`src/rtl/stopwatch_ctrl.sv`:
```
// Stopwatch control: button synchronize/debounce, RUN/PAUSE/LAP/IDLE state machine,
// one-second prescaler tick, registered counter clear and lap freeze for the display.
module stopwatch_ctrl #(
    parameter int DIV       = 100_000_000,
    parameter int DB_CYCLES = 1_000_000
) (
    input  logic        clk,
    input  logic        rst,
    input  logic        i_btn_start,
    input  logic        i_btn_lap,
    input  logic        i_btn_clr,
    input  logic [15:0] i_cntr_in,
    output logic        o_time_en,
    output logic        o_cnt_clr,
    output logic [15:0] o_disp,
    output logic        o_running,
    output logic        o_lap_frozen,
    output logic        o_overflow
);

    localparam int PW  = $clog2(DIV);
    localparam int DBW = $clog2(DB_CYCLES + 1);
    localparam logic [PW-1:0]  PRESC_LAST = PW'(DIV - 1);
    localparam logic [DBW-1:0] DB_LAST    = DBW'(DB_CYCLES - 1);

    typedef enum logic [1:0] {
        S_IDLE  = 2'd0,
        S_RUN   = 2'd1,
        S_PAUSE = 2'd2,
        S_LAP   = 2'd3
    } state_t;

    // bit 0 start, bit 1 lap, bit 2 clr
    logic [2:0] w_btn_raw;
    logic [2:0] r_sync1;
    logic [2:0] r_sync2;
    logic [2:0] w_db;
    logic [2:0] r_db_d;
    logic [2:0] w_ev;

    assign w_btn_raw = {i_btn_clr, i_btn_lap, i_btn_start};

    always_ff @(posedge clk or posedge rst) begin
        if (rst) begin
            r_sync1 <= '0;
            r_sync2 <= '0;
            r_db_d  <= '0;
        end else begin
            r_sync1 <= w_btn_raw;
            r_sync2 <= r_sync1;
            r_db_d  <= w_db;
        end
    end

    for (genvar g = 0; g < 3; g++) begin : g_db
        logic           r_level;
        logic [DBW-1:0] r_stab;

        // Level flips only after DB_CYCLES consecutive samples disagreeing with it.
        always_ff @(posedge clk or posedge rst) begin
            if (rst) begin
                r_level <= 1'b0;
                r_stab  <= '0;
            end else if (r_sync2[g] != r_level) begin
                if (r_stab == DB_LAST) begin
                    r_level <= r_sync2[g];
                    r_stab  <= '0;
                end else begin
                    r_stab <= r_stab + DBW'(1);
                end
            end else begin
                r_stab <= '0;
            end
        end

        assign w_db[g] = r_level;
    end

    assign w_ev = w_db & ~r_db_d;

    state_t        r_state;
    state_t        w_state_nxt;
    logic          w_clr_acc;
    logic          w_lap_cap;
    logic          w_start_run;
    logic          w_cnt_en;
    logic          w_tick;
    logic [PW-1:0] r_presc;
    logic [15:0]   r_lap;
    logic          r_cnt_clr;
    logic          r_overflow;

    // Highest-priority event that the current state acts on wins; the rest are dropped.
    always_comb begin
        w_state_nxt = r_state;
        w_clr_acc   = 1'b0;
        w_lap_cap   = 1'b0;
        w_start_run = 1'b0;
        unique case (r_state)
            S_IDLE: begin
                if (w_ev[2]) begin
                    w_clr_acc = 1'b1;
                end else if (w_ev[0]) begin
                    w_state_nxt = S_RUN;
                    w_start_run = 1'b1;
                end
            end
            S_RUN: begin
                if (w_ev[0]) begin
                    w_state_nxt = S_PAUSE;
                end else if (w_ev[1]) begin
                    w_state_nxt = S_LAP;
                    w_lap_cap   = 1'b1;
                end
            end
            S_LAP: begin
                if (w_ev[0]) begin
                    w_state_nxt = S_PAUSE;
                end else if (w_ev[1]) begin
                    w_state_nxt = S_RUN;
                end
            end
            S_PAUSE: begin
                if (w_ev[2]) begin
                    w_state_nxt = S_IDLE;
                    w_clr_acc   = 1'b1;
                end else if (w_ev[0]) begin
                    w_state_nxt = S_RUN;
                end
            end
            default: w_state_nxt = S_IDLE;
        endcase
    end

    always_ff @(posedge clk or posedge rst) begin
        if (rst) r_state <= S_IDLE;
        else     r_state <= w_state_nxt;
    end

    assign w_cnt_en = (r_state == S_RUN) || (r_state == S_LAP);
    assign w_tick   = w_cnt_en && (r_presc == PRESC_LAST);

    // Prescaler holds in PAUSE so a resume keeps the partial second.
    always_ff @(posedge clk or posedge rst) begin
        if (rst) begin
            r_presc <= '0;
        end else if (w_clr_acc || w_start_run) begin
            r_presc <= '0;
        end else if (w_cnt_en) begin
            r_presc <= w_tick ? '0 : r_presc + PW'(1);
        end
    end

    always_ff @(posedge clk or posedge rst) begin
        if (rst) begin
            r_lap      <= 16'h0000;
            r_cnt_clr  <= 1'b0;
            r_overflow <= 1'b0;
        end else begin
            r_cnt_clr <= w_clr_acc;
            if (w_lap_cap)
                r_lap <= i_cntr_in;
            if (w_clr_acc)
                r_overflow <= 1'b0;
            else if (w_tick && (i_cntr_in == 16'h5959))
                r_overflow <= 1'b1;
        end
    end

    assign o_time_en    = w_tick;
    assign o_cnt_clr    = r_cnt_clr;
    assign o_running    = w_cnt_en;
    assign o_lap_frozen = (r_state == S_LAP);
    assign o_overflow   = r_overflow;
    assign o_disp       = (r_state == S_LAP) ? r_lap : i_cntr_in;

endmodule

```
`config.mk`:
```
export PLATFORM = sky130hd
export DESIGN_NAME = stopwatch_ctrl
export DESIGN_NICKNAME = d
export VERILOG_FILES = /design/src/rtl/stopwatch_ctrl.sv
export SDC_FILE = /design/constraint.sdc
export NUM_CORES = 1
export LEC_CHECK = 0
export CAP_MARGIN = 10
export CORE_MARGIN = 3
export CORE_UTILIZATION = 60
export DETAILED_ROUTE_END_ITERATION = 6
export PLACE_DENSITY = 0.81
export SYNTH_ARGS = -nofsm -noshare
export SYNTH_HDL_FRONTEND = slang
export SYNTH_SLANG_ARGS = --single-unit
```
`constraint.sdc`:
```
create_clock -name clk -period 10.16 [get_ports clk]
set_clock_uncertainty 0.2 [all_clocks]
set_input_delay 3.048 -clock clk [delete_from_list [all_inputs] [get_ports clk]]
set_output_delay 3.048 -clock clk [all_outputs]
set_load 0.03 [all_outputs]
```
==> reports/results.ini, run 1 <==
[status]
status=finished, final reports clean

[setup_path]
cp-end-kind=output port
worst-endpoint-arrival_ns=4.42
crit_type=input pin to output port
critPathLaunchType=input pin
critical_path_required_ns=6.91
ff2ff_path_depth=5
cp_max_fo=3

[global_route]
grt-ovfl-total=0
grt_pass1_vias=4262
antenna_found_initial=0
grt_max_degree=67
grt_pass1_wl_um=20320
gr-usage-all-layers_pct=23.17

[clock_network]
numClockSinks=119
h-tree-depth=4
clkLatencyLatePin_ns=0.53
cts_buffers=17
cts_resized=0
cts_tree=done
cts_setup_buffers=0
clk_path_buf_depth=2
path_clk_slew_ns=0.06
holdBufCountCts=0
cts-root-buf=clkbuf_8

[finish]
finalNonFillerCells=742
synthToLayoutAreaGrowth_pct=18.80
nNetsFinal=625
drive_gt1_share_pct=13.38
antennaDiodeCount=0
fill_cells=648

[yosys]
synthFlopType=dfrtp_1
ys_types=45
postSynthAreaPerCell_sq_um=10.44
synth_warnings=0
synth_compound_gate_area_share_pct=1.746
synth_seq_cells=119
synth_xor_area_share_pct=12.07
yosys.area_share.adder_pct=0.8624
postSynthCellCount=556
async_flop_share_pct=100.0
synthTopCellsByArea=dfrtp_1, xor2_1, mux2_2
yosys.area_share.simple_pct=25.14
synth_edf_count=0
synth_area_leader_cell=dfrtp_1
ys_seq_area_share_pct=51.32
muxShareOfSynthArea_pct=6.792
syn-cell-area_sq_mm=0.005803
synth_top_area_share_pct=51.32
synth_top_family_by_area=simple AND/OR/NAND/NOR gates
synth_nets=581

[timing]
setup_viol=0
slew-limit-headroom_pct=37.67
fin_crit_ns=7.666
fmax_mhz=130.4
tightest_slew_ns=0.9299
fin_crit_sh_pct=75.46
rsz0062_at_grt=false
finalSetupTns_ns=0
timing.hold.ws_ns=0.1521
maxSlewViolCount=0
report.final.hold_viol_count=0

[die]
chipHeight_um=104.3
start_util_pct=62.21
core.rowCount=35
core_area_sq_mm=0.009328
io_pins=42
die_area_sq_mm=0.01089
die-width_um=104.3

[drt]
vias_per_cell=5.652
drt_iter0_drc=187
wl_um=11770
met1_length_um=5131
postRouteAntennaNets=0
met2_length_um=6030
vias=4194
post-route-drc-count=0
first_pass_iters=4
met3_length_um=318
wl_per_cell_um=15.86
highest_layer=met4

[power_and_ir_drop]
peakVddDrop_mv=0.1513
switching_power_uw=256.4
p_leak_nw=3.025
seqPwrFrac_pct=42.7
sw_frac_of_total_pct=22.48
powerDensity_mw_per_mm2=165.4
pwr-share-clk_pct=53.0
pwr-share-comb_pct=4.4
intPower_uw=884.1

[worst_hold_path]
hold_path_class=flip-flop to flip-flop
whs_path_depth=0

[run]
maxCapViolations=0

[placement]
gp_congestion=0.8261
dp.cells=710
dp_hpwl_um=7641
portBuffers=41

routing by layer:
layer | track usage (%) | up-vias
met3 | 5.959 | 24
met1 | 29.20 | 2090
met5 | 0 | -
met2 | 38.38 | 69
met4 | 9.022 | 0
li1 | - | 2011
worst paths after layout:
check                              from           to  slack [ns]
setup / recovery           i_cntr_in[1]    o_disp[1]        2.49
hold / removal               r_sync1[1]   r_sync2[1]        0.15
setup reg to reg            r_presc[17]  r_presc[16]        7.60
hold reg to reg              r_sync1[1]   r_sync2[1]        0.15
max in group asynchronous           rst   r_presc[2]        5.75
min in group asynchronous           rst   r_sync1[0]        2.83
logic make-up after synthesis:
logic type                 after synthesis
buffers and inverters                   24
adders and majority gates                4
AOI/OAI and AO/OA                       15
and+or+nand+nor                        279
muxes                                   35
DFF                                    119
xor gates and xnor gates                80
area by class of cell:
cell class / count / area, sq um / share of cell area [%]
clock buffers: 18 / 427.9 / 6.207
flip-flops and latches: 119 / 2978 / 43.19
well taps: 129 / 161.4 / 2.341
repair buffers: 42 / 417.9 / 6.062
inverters: 7 / 28.78 / 0.4174
clock inverters: 14 / 175.2 / 2.541
multi-input cells: 413 / 2705 / 39.24
cell usage after synthesis (2+ instances only):
library cell and instances:
and4_1 7, and3_1 19, nor2_1 97, xnor2_1 34
nor3_1 13, and4b_1 2, or3_1 3, and2_1 3
o311ai_1 2, o21ai_0 8, nor4_1 8, nand2_1 37
and3_2 2, a21oi_1 3, clkbuf_1 10, nand2b_1 3
nor4bb_1 3, xor2_1 46, nor2b_1 3, ha_1 4
inv_1 7, buf_6 3, nand3_1 36, mux2_2 35
nand4_1 23, nor4b_1 2, or4_1 3, dfrtp_1 119
nor4_4 2, nor2_2 2, buf_2 3
worst max-delay path: stages:
cell and delay (ns):
clkdlybuf4s50_1 0.51, mux2_2 0.16, clkdlybuf4s50_1 0.69
power by group through the flow:
| stage | clock [mW] | combinational, mW | sequential [mW] |
|---|---|---|---|
| final | 0.604 | 0.0498 | 0.487 |
| after global routing | 0.634 | 0.0547 | 0.487 |
| after CTS | 0.613 | 0.0508 | 0.487 |
| after floorplan | 0 | 0.0292 | 0.494 |
| after detailed placement | 0 | 0.0504 | 0.495 |
| after global placement | 0 | 0.0489 | 0.494 |
sequential cells by signal, summed over array words and instances (netlist names):
signal / cells
r_sync2: 3
r_presc: 27
o_cnt_clr: 1
o_overflow: 1
r_lap: 16
r_state: 2
r_db_d: 3
r_sync1: 3
g_db.r_level: 3
g_db.r_stab: 60
cells in the final DEF (no fill, tap or decap), types with 6 or more instances in the layout:
cell type,count
dfrtp_1,119
and4_1,7
nor4_1,8
nand2_1,37
clkdlybuf4s50_1,41
mux2_2,35
nand4_1,23
xor2_1,46
xnor2_1,34
nor2_1,97
inv_1,6
clkbuf_16,16
and3_1,19
o21ai_0,8
nor3_1,13
nand3_1,36
through the flow:
stage / util (%) / instance area, sq um / power (mW) / worst slack (ns)
6_report: 73.91 / 6894 / 1.141 / 2.494
3_3_place_gp: 67.44 / 6291 / 0.5432 / 2.516
2_1_floorplan: - / 5803 / 0.5228 / 3.532
5_1_grt: 73.91 / 6894 / 1.176 / 2.447
3_5_place_dp: 67.44 / 6291 / 0.5453 / 2.489
4_1_cts: 73.91 / 6894 / 1.150 / 2.492
No activity file was read; power rests on OpenSTA's default activity.
==> inputs of run 2 (changes only) <==
--- a/config.mk
+++ b/config.mk
@@ -7,9 +7,9 @@
 export LEC_CHECK = 0
 export CAP_MARGIN = 10
 export CORE_MARGIN = 3
-export CORE_UTILIZATION = 60
+export CORE_UTILIZATION = 59
 export DETAILED_ROUTE_END_ITERATION = 6
-export PLACE_DENSITY = 0.81
+export PLACE_DENSITY = 0.8
 export SYNTH_ARGS = -nofsm -noshare
 export SYNTH_HDL_FRONTEND = slang
 export SYNTH_SLANG_ARGS = --single-unit
==> constraint.sdc (replaced) <==
create_clock -name clk -period 7.3 [get_ports clk]
set_clock_uncertainty 0.2 [all_clocks]
set_input_delay 2.19 -clock clk [delete_from_list [all_inputs] [get_ports clk]]
set_output_delay 2.19 -clock clk [all_outputs]
set_load 0.03 [all_outputs]
==> reports/results.ini, run 2 (synthesis results as in run 1) <==
[drt]
wl_per_cell_um=16.00  ; +0.88%
post-route-drc-count=0  ; unchanged
first_pass_iters=4  ; unchanged
wl_um=11860  ; +0.75%
postRouteAntennaNets=0  ; unchanged
drt_iter0_drc=199  ; +6.4%
vias=4224  ; +0.72%
vias_per_cell=5.700  ; +0.85%

[timing]
fin_crit_sh_pct=81.96
finalWorstSetupSlack_ns=1.317  ; -1.177 ns
timing.hold.ws_ns=0.1490  ; -0.003079 ns
report.final.hold_viol_count=0  ; unchanged
tightest_slew_ns=1.059  ; +0.1289 ns
slew-limit-headroom_pct=29.42  ; -8.3 points
fin_crit_ns=5.983
maxSlewViolCount=0  ; unchanged
rsz0062_at_grt=false
fmax_mhz=167.1
finalSetupTns_ns=0  ; unchanged
setup_viol=0  ; unchanged

[clock_network]
cts-root-buf=clkbuf_8
holdBufCountCts=0  ; unchanged
clk_path_buf_depth=2  ; unchanged
cts_resized=0  ; unchanged
numClockSinks=119  ; unchanged
h-tree-depth=4  ; unchanged
cts_buffers=17  ; unchanged
cts_tree=done
cts_setup_buffers=0  ; unchanged
clkLatencyLatePin_ns=0.52  ; about the same
path_clk_slew_ns=0.06  ; about the same

[die]
io_pins=42  ; unchanged
die_area_sq_mm=0.01106  ; +1.6%
die-width_um=105.2  ; +0.80%
core_area_sq_mm=0.009415  ; +0.94%
start_util_pct=61.63  ; -0.58 points
chipHeight_um=105.2  ; +0.80%
core.rowCount=35  ; unchanged

[power_and_ir_drop]
switching_power_uw=342.1  ; +33%
p_leak_nw=3.018  ; -0.25%
peakVddDrop_mv=0.2890  ; +91%
intPower_mw=1.251  ; +42%
powerDensity_mw_per_mm2=231.3  ; +40%
sw_frac_of_total_pct=21.47  ; -1.0 points
pwr-share-clk_pct=53.1  ; about the same
seqPwrFrac_pct=42.5  ; -0.2 points
pwr-share-comb_pct=4.3  ; about the same

[worst_hold_path]
hold_path_class=flip-flop to flip-flop
min_from=r_sync1[2]
whs_path_depth=0  ; unchanged
min_to=r_sync2[2]

[global_route]
antenna_found_initial=0  ; unchanged
grt_pass1_wl_um=20310  ; about the same
grt_pass1_vias=4334  ; +1.7%
grt-ovfl-total=0  ; unchanged
grt_max_degree=89  ; +33%
gr-usage-all-layers_pct=22.79  ; -0.37 points

[finish]
largest_reg_flops=60  ; unchanged
reg_top3=g_db.r_stab: 60 flops, r_presc: 27 flops, r_lap: 16 flops
antennaDiodeCount=0  ; unchanged
synthToLayoutAreaGrowth_pct=18.74  ; about the same
drive_gt1_share_pct=12.91  ; -0.47 points
final_cell_mix=dfrtp_1, nor2_1, xor2_1
largest-register=g_db.r_stab
nNetsFinal=625  ; unchanged
layout_commonest_cell=dfrtp_1

[placement]
gp_congestion=0.8474  ; +2.6%
portBuffers=41  ; unchanged
dp_hpwl_um=7755  ; +1.5%
pre_cts_slack_ns=1.333  ; -1.156 ns

[setup_path]
crit_top_cell=clkdlybuf4s50_1
critical_path_required_ns=4.91  ; -2.00 ns
cp_max_fo=3  ; unchanged
worst-endpoint-arrival_ns=3.59  ; -0.83 ns
crit_path_cell_trace=clkdlybuf4s50_1 -> mux2_2 -> clkdlybuf4s50_1
slowest_stage=clkdlybuf4s50_1
slowest_delay_ns=0.72  ; +0.03 ns
r2r-end=r_presc[2]
reg2reg_slack_ns=4.71  ; -2.89 ns
ff2ff_path_depth=5  ; unchanged
crit_type=input pin to output port
critPathLaunchType=input pin
crit-reg2reg-launch=r_presc[17]
cp-end-kind=output port

[status]
status=finished, final reports clean

[run]
maxCapViolations=0  ; unchanged

[run 2: changes by cell type in the layout (fill, tap and decap cells not counted)]
cell        before  now
clkbuf_8         2    1
clkinvlp_4       3    4
clkinv_4         4    1
inv_6            2    1
clkbuf_1         0    2
bufinv_16        3    4
[run 2: metal layers]
layer	global-route usage, %	up-vias	share of wire (%)
met5	0	-	0
met4	8.247	0	1.6
met3	6.238	18	2.4
met2	37.99	47	52
met1	28.50	2146	44
li1	-	2013	-
[run 2: area by class of cell]
cell class                      count  area, sq um
Tap cell                          129        161.4
Fill cell                         660         2525
Sequential cell                   119         2978
Multi-Input combinational cell    413         2705
Inverter                            7        28.78
Clock inverter                     12        177.7
Timing Repair Buffer               42        417.9
Clock buffer                       19        421.7
[run 2: worst max-delay path by stage]
stage                 endpoint          start
5_1_grt              o_disp[2]   i_cntr_in[2]
4_1_cts              o_disp[2]   i_cntr_in[2]
3_3_place_gp         o_disp[7]   i_cntr_in[7]
3_5_place_dp        o_disp[10]  i_cntr_in[10]
2_1_floorplan  g_db[0].r_level            rst
6_report             o_disp[2]   i_cntr_in[2]
[run 2: through the flow]
stage | total power [mW] | utilization [%] | std cells | area (sq um)
3_5_place_dp | 0.7590 | 66.82 | 710 | 6291
4_1_cts | 1.606 | 73.18 | 741 | 6890
2_1_floorplan | 0.7277 | - | 556 | 5803
3_3_place_gp | 0.7564 | 66.82 | 710 | 6291
6_report | 1.593 | 73.18 | 741 | 6890
5_1_grt | 1.645 | 73.18 | 741 | 6890
[run 2: critical path: cells and delay by family]
family	cells	cell delay, ns
buffers and inverters	2	1.24
multiplexers	1	0.17
[run 2: power groups by stage]
| stage | Combinational (mW) | Clock [mW] | Sequential, mW |
|---|---|---|---|
| 6_report | 0.0691 | 0.847 | 0.678 |
| 5_1_grt | 0.0763 | 0.890 | 0.679 |
| 4_1_cts | 0.0707 | 0.857 | 0.678 |
| 3_5_place_dp | 0.0699 | 0 | 0.689 |
| 3_3_place_gp | 0.0682 | 0 | 0.688 |
| 2_1_floorplan | 0.0407 | 0 | 0.687 |
==> inputs of run 3 (changes only) <==
==> constraint.sdc (replaced) <==
create_clock -name clk -period 6.1 [get_ports clk]
set_clock_uncertainty 0.2 [all_clocks]
set_input_delay 1.83 -clock clk [delete_from_list [all_inputs] [get_ports clk]]
set_output_delay 1.83 -clock clk [all_outputs]
set_load 0.03 [all_outputs]
==> reports/results.ini, run 3 (synthesis results as in run 1) <==
[placement]
dp.cells=711  ; +0.14%
pre_cts_slack_ns=0.8721  ; -0.4608 ns
portBuffers=41  ; unchanged
placed_area_sq_mm=0.006299  ; +0.12%
dp_hpwl_um=7603  ; -1.9%
gp_congestion=0.8440  ; -0.40%

[clock_network]
h-tree-depth=4  ; unchanged
cts_resized=0  ; unchanged
numClockSinks=119  ; unchanged
clk_path_buf_depth=2  ; unchanged
path_clk_slew_ns=0.06  ; about the same
holdBufCountCts=0  ; unchanged
clkLatencyLatePin_ns=0.52  ; about the same
cts_buffers=17  ; unchanged
cts_tree=done
cts-root-buf=clkbuf_8
cts_setup_buffers=0  ; unchanged

[timing]
setup_viol=0  ; unchanged
tightest_slew_ns=0.8810  ; -0.1777 ns
fin_crit_ns=5.226
report.final.hold_viol_count=0  ; unchanged
fmax_mhz=191.3
finalSetupTns_ns=0  ; unchanged
finalWorstSetupSlack_ns=0.8738  ; -0.4432 ns
rsz0062_at_grt=false
fin_crit_sh_pct=85.68
slew-limit-headroom_pct=40.95  ; +12 points
timing.hold.ws_ns=0.1430  ; -0.006003 ns
maxSlewViolCount=0  ; unchanged

[finish]
fill_cells=628  ; -4.8%
largest_reg_flops=60  ; unchanged
seq_area_sq_mm=0.002978  ; unchanged
antennaDiodeCount=0  ; unchanged
multi_input_area_sq_mm=0.002705  ; unchanged
largest-register=g_db.r_stab
post-route-util_pct=73.30  ; +0.12 points
layout_commonest_cell=dfrtp_1
nNetsFinal=626  ; +0.16%
design_area_sq_mm=0.006902  ; +0.16%
reg_top3=g_db.r_stab: 60 flops, r_presc: 27 flops, r_lap: 16 flops
finalNonFillerCells=743  ; +0.27%
drive_gt1_share_pct=13.52  ; +0.61 points
synthToLayoutAreaGrowth_pct=18.93
final_cell_mix=dfrtp_1, nor2_1, xor2_1

[die]
die-width_um=105.2  ; unchanged
core.rowCount=35  ; unchanged
io_pins=42  ; unchanged
die_area_sq_mm=0.01106  ; unchanged
core_area_sq_mm=0.009415  ; unchanged
chipHeight_um=105.2  ; unchanged
start_util_pct=61.63  ; unchanged

[drt]
vias=4259  ; +0.83%
vias_per_cell=5.732  ; +0.56%
drt_iter0_drc=226  ; +14%
wl_um=11910  ; +0.48%
wl_per_cell_um=16.03  ; +0.21%
first_pass_iters=4  ; unchanged
post-route-drc-count=0  ; unchanged
postRouteAntennaNets=0  ; unchanged

[status]
status=finished, final reports clean

[power_and_ir_drop]
peakVddDrop_mv=0.2622  ; -9.3%
p_total_mw=1.900  ; +19%
p_leak_nw=3.030  ; +0.41%
sw_frac_of_total_pct=22.46  ; +1.0 points
switching_power_uw=426.8  ; +25%
intPower_mw=1.473  ; +18%
seqPwrFrac_pct=42.7  ; +0.2 points
pwr-share-comb_pct=4.4  ; about the same
powerDensity_mw_per_mm2=275.3  ; +19%
pwr-share-clk_pct=52.9  ; -0.2 points

[global_route]
grt_pass1_wl_um=20930  ; +3.1%
grt_max_degree=73  ; -18%
grt-ovfl-total=0  ; unchanged
grt_pass1_vias=4297  ; -0.85%
gr-usage-all-layers_pct=23.60  ; +0.81 points
antenna_found_initial=0  ; unchanged

[setup_path]
cp_max_fo=3  ; unchanged
critical_path_required_ns=4.07  ; -0.84 ns
worst-endpoint-arrival_ns=3.20  ; -0.39 ns
cp-end-kind=output port
critPathLaunchType=input pin
crit_type=input pin to output port

[run]
maxCapViolations=0  ; unchanged

[worst_hold_path]
hold_path_class=flip-flop to flip-flop

[run 3: cell count changes in the layout (fill, tap and decap cells not counted), sizes merged]
cell / delta
buf: +1
clkinvlp: -1
bufinv: -1
inv: +1
clkinv: +3
clkbuf: -1
[run 3: worst max-delay path, cell delays in order]
cell and delay (ns):
clkdlybuf4s50_1 0.53, mux2_2 0.17, clkdlybuf4s50_1 0.66
[run 3: cell type report]
cell class | instances | area share [%]
clock buffers | 18 | 6.200
clock inverters | 14 | 2.538
inverters | 7 | 0.4170
multi-input cells | 413 | 39.20
well taps | 129 | 2.339
flip-flops and latches | 119 | 43.15
repair buffers | 43 | 6.164
[run 3: path summary, 6_finish.rpt]
check,from,to,slack (ns),depth (start not counted)
worst min-delay path,r_sync1[2],r_sync2[2],0.14,0
max in group asynchronous,rst,r_presc[11],3.16,3
min in group asynchronous,rst,r_sync1[0],1.64,2
worst min register to register,r_sync1[2],r_sync2[2],0.14,0
worst max register to register,r_presc[9],r_presc[22],3.55,5
worst max-delay path,i_cntr_in[0],o_disp[0],0.87,3
[run 3: power groups by stage]
stage	registers (mW)	clock network (mW)	logic (mW)
2_1_floorplan	0.822	0	0.0487
3_3_place_gp	0.824	0	0.0824
3_5_place_dp	0.824	0	0.0844
4_1_cts	0.811	1.02	0.0850
5_1_grt	0.812	1.06	0.0919
6_report	0.811	1.01	0.0832
[run 3: per-layer routing]
layer	up-vias	track usage, %	wire length [um]	part of all wire [%]
li1	2026	-	-	-
met1	2117	29.59	4957	42
met2	94	40.10	6311	53
met3	22	5.127	418	3.5
met4	0	8.810	225	1.9
met5	-	0	0	0
